**src/rtl/poly_matvec_sched.sv**
```systemverilog
// rtl/poly_matvec_sched.sv - sequences the shared polynomial multiplier through a matrix-vector product
//
// Ports:
//   clk, resetn                 clock, synchronous active-low reset
//   cmd_valid/cmd_ready         command handshake; cmd_l = dimension L, cmd_transpose selects A^T
//   cmd_err                     same-cycle pulse when an offered command has an illegal L
//   abort                       level, requests early termination
//   busy, done, aborted         status; aborted is meaningful only while done is high
//   mul_start, mul_done         multiplier start pulse / completion pulse
//   a_idx, b_idx, c_idx         polynomial selects for the A, s and result banks
//   clr_we, clr_addr            zero-write strobe and word address into result polynomial c_idx
module poly_matvec_sched #(
    parameter int L_MAX = 4,
    parameter int IDX_W = 2,
    parameter int C_AW  = 7
) (
    input  logic               clk,
    input  logic               resetn,
    input  logic               cmd_valid,
    output logic               cmd_ready,
    input  logic [IDX_W:0]     cmd_l,
    input  logic               cmd_transpose,
    output logic               cmd_err,
    input  logic               abort,
    output logic               busy,
    output logic               done,
    output logic               aborted,
    output logic               mul_start,
    input  logic               mul_done,
    output logic [2*IDX_W-1:0] a_idx,
    output logic [IDX_W-1:0]   b_idx,
    output logic [IDX_W-1:0]   c_idx,
    output logic               clr_we,
    output logic [C_AW-1:0]    clr_addr
);

    typedef enum logic [2:0] {
        S_IDLE,
        S_CLEAR,
        S_START,
        S_WAIT,
        S_DONE
    } state_t;

    localparam logic [IDX_W:0] L_MAX_V = (IDX_W+1)'(L_MAX);

    state_t           state;
    logic [IDX_W:0]   l_reg;
    logic             tr_reg;
    logic [IDX_W-1:0] row;
    logic [IDX_W-1:0] col;
    logic             abort_pend;

    logic             l_legal;
    logic             col_last;
    logic             row_last;
    logic             pend_now;

    assign l_legal  = (cmd_l != '0) && (cmd_l <= L_MAX_V);
    assign col_last = ({1'b0, col} == l_reg - 1'b1);
    assign row_last = ({1'b0, row} == l_reg - 1'b1);
    // Outputs are registered, so decisions about the next cycle must also see
    // an abort arriving this cycle, not only the already-latched one.
    assign pend_now = abort_pend || abort;

    assign cmd_err = cmd_valid && cmd_ready && !l_legal;

    // row/col only move on mul_done, so the selects are stable from START to mul_done.
    assign a_idx = tr_reg ? {col, row} : {row, col};
    assign b_idx = col;
    assign c_idx = row;

    always_ff @(posedge clk) begin
        if (!resetn) begin
            state      <= S_IDLE;
            l_reg      <= '0;
            tr_reg     <= 1'b0;
            row        <= '0;
            col        <= '0;
            abort_pend <= 1'b0;
            cmd_ready  <= 1'b1;
            busy       <= 1'b0;
            done       <= 1'b0;
            aborted    <= 1'b0;
            mul_start  <= 1'b0;
            clr_we     <= 1'b0;
            clr_addr   <= '0;
        end else begin
            mul_start  <= 1'b0;
            done       <= 1'b0;
            aborted    <= 1'b0;
            abort_pend <= (state != S_IDLE) && pend_now;

            case (state)
                S_IDLE: begin
                    if (cmd_valid && l_legal) begin
                        l_reg     <= cmd_l;
                        tr_reg    <= cmd_transpose;
                        row       <= '0;
                        col       <= '0;
                        cmd_ready <= 1'b0;
                        busy      <= 1'b1;
                        clr_we    <= 1'b1;
                        clr_addr  <= '0;
                        state     <= S_CLEAR;
                    end
                end

                S_CLEAR: begin
                    if (pend_now) begin
                        clr_we   <= 1'b0;
                        clr_addr <= '0;
                        done     <= 1'b1;
                        aborted  <= 1'b1;
                        state    <= S_DONE;
                    end else if (&clr_addr) begin
                        clr_we    <= 1'b0;
                        clr_addr  <= '0;
                        mul_start <= 1'b1;
                        state     <= S_START;
                    end else begin
                        clr_addr <= clr_addr + 1'b1;
                    end
                end

                S_START: begin
                    state <= S_WAIT;
                end

                S_WAIT: begin
                    // Even when aborting, the multiplier is allowed to finish first.
                    if (mul_done) begin
                        if (pend_now) begin
                            done    <= 1'b1;
                            aborted <= 1'b1;
                            state   <= S_DONE;
                        end else if (!col_last) begin
                            col       <= col + 1'b1;
                            mul_start <= 1'b1;
                            state     <= S_START;
                        end else if (!row_last) begin
                            row    <= row + 1'b1;
                            col    <= '0;
                            clr_we <= 1'b1;
                            state  <= S_CLEAR;
                        end else begin
                            done  <= 1'b1;
                            state <= S_DONE;
                        end
                    end
                end

                S_DONE: begin
                    abort_pend <= 1'b0;
                    cmd_ready  <= 1'b1;
                    busy       <= 1'b0;
                    state      <= S_IDLE;
                end

                default: begin
                    state <= S_IDLE;
                end
            endcase
        end
    end

endmodule

```
**config.mk**
```make
export PLATFORM = sky130hd
export DESIGN_NAME = poly_matvec_sched
export DESIGN_NICKNAME = d
export VERILOG_FILES = /design/src/rtl/poly_matvec_sched.sv
export SDC_FILE = /design/constraint.sdc
export NUM_CORES = 1
export LEC_CHECK = 0
export BUFFER_PORTS_ARGS = -buffer_cell sky130_fd_sc_hd__buf_2
export CAP_MARGIN = 20
export CELL_PAD_IN_SITES_DETAIL_PLACEMENT = 2
export CELL_PAD_IN_SITES_GLOBAL_PLACEMENT = 2
export CORE_ASPECT_RATIO = 0.75
export CORE_MARGIN = 2
export CORE_UTILIZATION = 29
export CTS_BUF_LIST = sky130_fd_sc_hd__clkbuf_8
export CTS_CLUSTER_SIZE = 16
export DETAILED_ROUTE_END_ITERATION = 8
export GPL_TIMING_DRIVEN = 0
export HOLD_SLACK_MARGIN = 0.08
export PLACE_DENSITY_LB_ADDON = 0.1
export SLEW_MARGIN = 30
export SYNTH_ARGS = -nofsm -noshare
export SYNTH_HDL_FRONTEND = slang
export SYNTH_SLANG_ARGS = --single-unit
```
**constraint.sdc**
```tcl
create_clock -name clk -period 1.75 [get_ports clk]
set_input_delay 0.0875 -clock clk [delete_from_list [all_inputs] [get_ports clk]]
set_output_delay 0.0875 -clock clk [all_outputs]
set_load 0.01 [all_outputs]
```
After elaboration in Yosys (flattened, before gate mapping)

Index checks and enable logic that the tools add are counted.
Widths: inputs -> output; s select.

Logic and storage cells: 104
Input port bits: 9
Output and inout bits: 22
Register bits: 25

Reduce and logical (&&, ||, !) cells: 23
Bitwise gates (word level): 1
Muxes and demuxes: 49
Eq/ne operators: 13
$add $sub $neg: 4
Magnitude comparators: 1

Operator list:

| kind                | number |
|---|---|
| $mux 3              | 7 |
| $mux 7              | 3 |
| $mux 1              | 19 |
| $mux 2              | 9 |
| $pmux 7 s2          | 1 |
| $reduce_and 7->1    | 2 |
| $pmux 3 s4          | 1 |
| $ne 2x2->1 const B  | 5 |
| $pmux 1 s2          | 5 |
| $reduce_bool 3->1   | 3 |
| $pmux 2 s2          | 2 |
| $add 7x1->7 const B | 1 |
| $eq 2x3->1          | 2 |
| $eq 3x2->1 const B  | 2 |
| $ne 3x3->1 const B  | 2 |
| $reduce_and 2->1    | 3 |
| $reduce_and 6->1    | 1 |
| $reduce_bool 2->1   | 3 |
| $logic_and 1x1->1   | 5 |
| $reduce_and 5->1    | 1 |
| $add 2x1->2 const B | 2 |
| $mux 4              | 1 |
| $eq 3x1->1 const B  | 1 |
| $eq 3x3->1 const B  | 1 |
| other kinds (9)     | 9 |

Depth between registers and ports, before layout

Word-level depth: 7
Mapped depth: 8
Depth with buffers taken out: 7

Worst setup path before layout

OpenSTA, ideal clock, no wires.

Path kind: reg2reg
Start point: register l_reg[0]
End point: register col[1] (netlist: b_idx[1])
Arrival time: 1.561 ns
Setup time: 0.126 ns
Path slack: 0.063 ns
Clock period less this slack: 1.687 ns
Stages on the path, launching flop included: 9
Required time: 1.624 ns
Buffers on the path: 1
Path through: dfxtp_1 > inv_1 > ha_1 > xor2_1 > and3_1 > buf_2 > a21o_1 > a31oi_1 > mux2i_1

Longest elaborated chain between the ends: 6
Elaborated cells between the ends (all ways): 9
Classes of those cells: 1 x add/sub; 3 x eq/ne; 4 x mux; 1 x reduce/logical

RTL lines:

| item                   | RTL line | RTL |
|---|---|---|
| start, declared        | 48       | `logic [IDX_W:0] l_reg;` |
| start signal, assigned | 97       | `l_reg <= cmd_l;` |
| $sub 3x1->3 (*)        | 60, 61   |  |
| $eq 2x3->1             | 60       | `assign col_last = ({1'b0, col} == l_reg - 1'b1);` |
| $mux 2                 | 137      | `end else if (!col_last) begin` |
| $mux 2                 | 133      | `if (pend_now) begin` |
| $mux 2                 | 132      | `if (mul_done) begin` |
| $pmux 2 s2             | 94       | `case (state)` |
| end signal, assigned   | 138      | `col <= col + 1'b1;` |
| end, declared          | 51       | `logic [IDX_W-1:0] col;` |

Mark *: on every way between the ends. The rest lies on a longest branch, timed or not. The select of a mux whose other input is x is not followed.
A chain may end at the register's enable or synchronous reset.

Worst setup path in the final report

Ends and elaborated chain as after synthesis.

==> parameters.txt <==
Parameter                              Value

Routing
  # DRC    0
  Number of nets with antenna violations after routing    0
  Wire length per cell    16.7 um
  Vias per cell    5.35
  Number of design-rule violations left by the first detailed-router iteration    57
  Detailed Routing Iterations Pass 1    4
  Final wirelength    4.24 mm
  Total via count after detailed routing    around 1.4k

Floorplan
  Floorplan row count    21
  Die Span X    slightly above 80 um
  Die extent in y    63.0 um
  Starting Density    0.302
  Top-level I/O count    31
  Std-Cell Core Area    4470 um2
  Die Outline Area    5210 um2

Flow run
  Total of max-cap violations    0

Clock network
  Clock-pin slew on the worst setup and hold paths    ~0.1 ns
  TritonCTS buffer count    3
  Number of clock sinks    25
  TritonCTS clock tree    yes
  Buffer type at the clock tree root    sky130_fd_sc_hd__clkbuf_8
  Buffers from clock root to sink, at most    2
  H-Tree Level Count    1
  Clock latency at the later pin of the worst-skew pair    0.28 ns

Yosys
  Syn nets    173
  Yosys warns    0
  Part of the Yosys area used for sequential elements    0.371
  Average cell area after synthesis    8.32 um2
  Gate count after technology mapping    162
  Distinct cell type count after synthesis    39
  Post-synthesis cell area    between 1000 and 1500 um2
  Synth Register Bits    25

Global route
  Total global-route track usage    0.182
  Global-route wire length before repair    between 7 and 8 mm
  Number of global-route vias before repair    1397
  Grt total ovfl    0
  Pin count of the biggest net entering global routing    14
  Initial antenna violation count    0

Finish
  Antenna diode count    0
  # fillers    538
  Synthesis-to-finish area growth    28.4%
  Flip-flop count of the largest register, all copies and words added    7
  Util after Layout    0.387
  Share of post-route cells with drive strength above 1    0.310
  Post-layout nets    209

STA
  Crit share post-route    0.985
  Maximum achievable frequency    580 MHz
  Relative slew slack    0.647
  Setup Skew    0.0101 ns
  RSZ-0062 raised after global routing    true
  Final-report max-slew violation count    0
  Setup violation total in the final timing report    0
  Worst hold margin    0.112 ns
  Hold Fails Final Rpt    0
  Actual slew at the worst max-slew pin    between 0.5 and 0.6 ns
  Clock period minus final worst setup slack    1.72 ns

Power
  Power per Cell Area    855 nW/um2
  Static leakage    just over 0.7 nW
  Tot Pwr    1.48 mW
  Maximum resistive drop on vdd    around 0.00031 V

Placement
  Count of input and output buffers    29
  Last weighted congestion value of the routability-driven placer    0.835
  Detailed-placement wirelength estimate    between 3 and 4 mm

Worst setup path
  Worst Setup Path Type    flip-flop to flip-flop
  Chain of cells forming the critical path    inv_1, ha_4, xor2_2, and3_1, buf_4, a21o_1, a31oi_1, mux2i_1
  Worst endpoint data arrival time    1.89 ns
  Worst Path Max Fanout    8
  Critical Path Slowest Stage Cell    sky130_fd_sc_hd__dfxtp_4
  Slowest cell delay on critical path    0.36 ns
  Startpoint Class    flip-flop
  Critical path endpoint category    flip-flop
  Data required, critical path    between 1.5 and 2 ns

Hold path
  Worst Hold Class    input port to flip-flop

Status
  Run status    complete, no violations
power breakdown:
group / internal [mW] / total, mW / switching, mW
sequential: 0.618 / 0.658 / 0.0401
clock: 0.157 / 0.354 / 0.196
combinational: 0.184 / 0.467 / 0.282
final cells by class:
type / instances / area, um2 / area share
Timing Repair Buffer: 31 / 163 / 0.0940
Multi-Input combinational cell: 125 / 893 / 0.516
Sequential cell: 25 / 504 / 0.291
Clock inverter: 1 / 3.75 / 0.00217
Inverter: 5 / 18.8 / 0.0108
Tap cell: 57 / 71.3 / 0.0412
Buffer: 7 / 35.0 / 0.0202
Clock buffer: 3 / 41.3 / 0.0239
layer usage:
metal	GRT usage	wire, um
met5	0	0
met4	0.0246	20
met3	0.0405	126
met2	0.279	1940
met1	0.264	2160
layout by cell type, fill, tap and decap left out, types with 4 or more instances in the layout:
cell and instances:
sky130_fd_sc_hd__nand3_1 7, sky130_fd_sc_hd__nand4_1 4, sky130_fd_sc_hd__a21oi_1 11, sky130_fd_sc_hd__nand2_1 15, sky130_fd_sc_hd__nor2_1 13, sky130_fd_sc_hd__nor2b_1 6
sky130_fd_sc_hd__dfxtp_1 24, sky130_fd_sc_hd__nor3_1 4, sky130_fd_sc_hd__mux2i_1 6, sky130_fd_sc_hd__buf_2 32, sky130_fd_sc_hd__inv_1 6, sky130_fd_sc_hd__xnor2_1 4
sky130_fd_sc_hd__o21ai_0 8
Yosys cell counts:
library cell                count  area share
sky130_fd_sc_hd__a2111oi_0      1      0.0065
sky130_fd_sc_hd__a21o_1         2       0.011
sky130_fd_sc_hd__a21oi_1       12       0.045
sky130_fd_sc_hd__a22o_1         1      0.0065
sky130_fd_sc_hd__a31oi_1        3       0.014
sky130_fd_sc_hd__a31oi_4        1       0.016
sky130_fd_sc_hd__a32oi_1        1      0.0065
sky130_fd_sc_hd__a41oi_1        1      0.0065
sky130_fd_sc_hd__and3_1         3       0.014
sky130_fd_sc_hd__and3b_1        1      0.0065
sky130_fd_sc_hd__buf_2          4       0.015
sky130_fd_sc_hd__clkbuf_1       3      0.0084
sky130_fd_sc_hd__dfxtp_1       25        0.37
sky130_fd_sc_hd__ha_1           2       0.019
sky130_fd_sc_hd__inv_1          5       0.014
sky130_fd_sc_hd__mux2_2         3       0.025
sky130_fd_sc_hd__mux2i_1        6       0.045
sky130_fd_sc_hd__nand2_1       15       0.042
sky130_fd_sc_hd__nand2b_4       1       0.010
sky130_fd_sc_hd__nand3_1        8       0.030
sky130_fd_sc_hd__nand4_1        4       0.019
sky130_fd_sc_hd__nand4_2        1      0.0093
sky130_fd_sc_hd__nor2_1        14       0.039
sky130_fd_sc_hd__nor2b_1        6       0.028
sky130_fd_sc_hd__nor3_1         6       0.022
sky130_fd_sc_hd__nor3_2         1      0.0074
sky130_fd_sc_hd__nor3b_1        1      0.0056
sky130_fd_sc_hd__nor4_1         1      0.0046
sky130_fd_sc_hd__o2111ai_1      1      0.0065
sky130_fd_sc_hd__o21a_1         1      0.0056
sky130_fd_sc_hd__o21ai_0        9       0.033
sky130_fd_sc_hd__o21ai_1        1      0.0037
sky130_fd_sc_hd__o21ai_2        1      0.0065
sky130_fd_sc_hd__o31ai_1        3       0.017
sky130_fd_sc_hd__o41ai_1        1      0.0065
sky130_fd_sc_hd__or3_1          4       0.019
sky130_fd_sc_hd__or4_1          1      0.0056
sky130_fd_sc_hd__xnor2_1        5       0.032
sky130_fd_sc_hd__xor2_1         3       0.020
stage by stage:
step           instance area [um2]  worst slack [ns]  std cells  setup TNS [ns]
6_report                      1730            0.0266        254               0
2_1_floorplan                 1350            0.0635        162               0
5_1_grt                       1730           -0.0794        254          -0.223
3_3_place_gp                  1560            -0.212        248          -0.871
3_5_place_dp                  1560            -0.251        248           -1.37
4_1_cts                       1660           0.00482        253               0
final timing paths:
check | from | end | cells after the start | slack (ns)
hold / removal | cmd_l[1] | l_reg[1] | 3 | 0.11
setup reg to reg | l_reg[0] | b_idx[1] | 8 | 0.03
hold reg to reg | busy | busy | 2 | 0.46
setup / recovery | l_reg[0] | b_idx[1] | 8 | 0.03
worst max-delay path: cells and delay by family, from the launching register on:
kind            cells  cell delay, ns
compound gates      2            0.35
simple gates        1            0.16
xor+xnor            1            0.16
flops               1            0.36
mux                 1            0.10
fa+ha+maj           1            0.26
buf+inv             2            0.22
logic make-up after synthesis:
family                     after synthesis  share of synthesized area
xor gates and xnor gates                 8                     0.0520
AOI/OAI and AO/OA                       39                      0.190
DFF                                     25                      0.371
buffers and inverters                   12                     0.0371
muxes                                    9                     0.0696
adders and majority gates                2                     0.0186
and+or+nand+nor                         67                      0.261
repair_timing:
action / 4_1_cts / 5_1_grt
pin swaps: 0 / 0
hold buffers: 1 / 0
endpoints found under the hold margin: 1 / 0
setup endpoints to repair: 11 / 17
setup buffers: 0 / 1
gates resized for setup: 10 / 13
No activity file was read; power rests on OpenSTA's default activity.
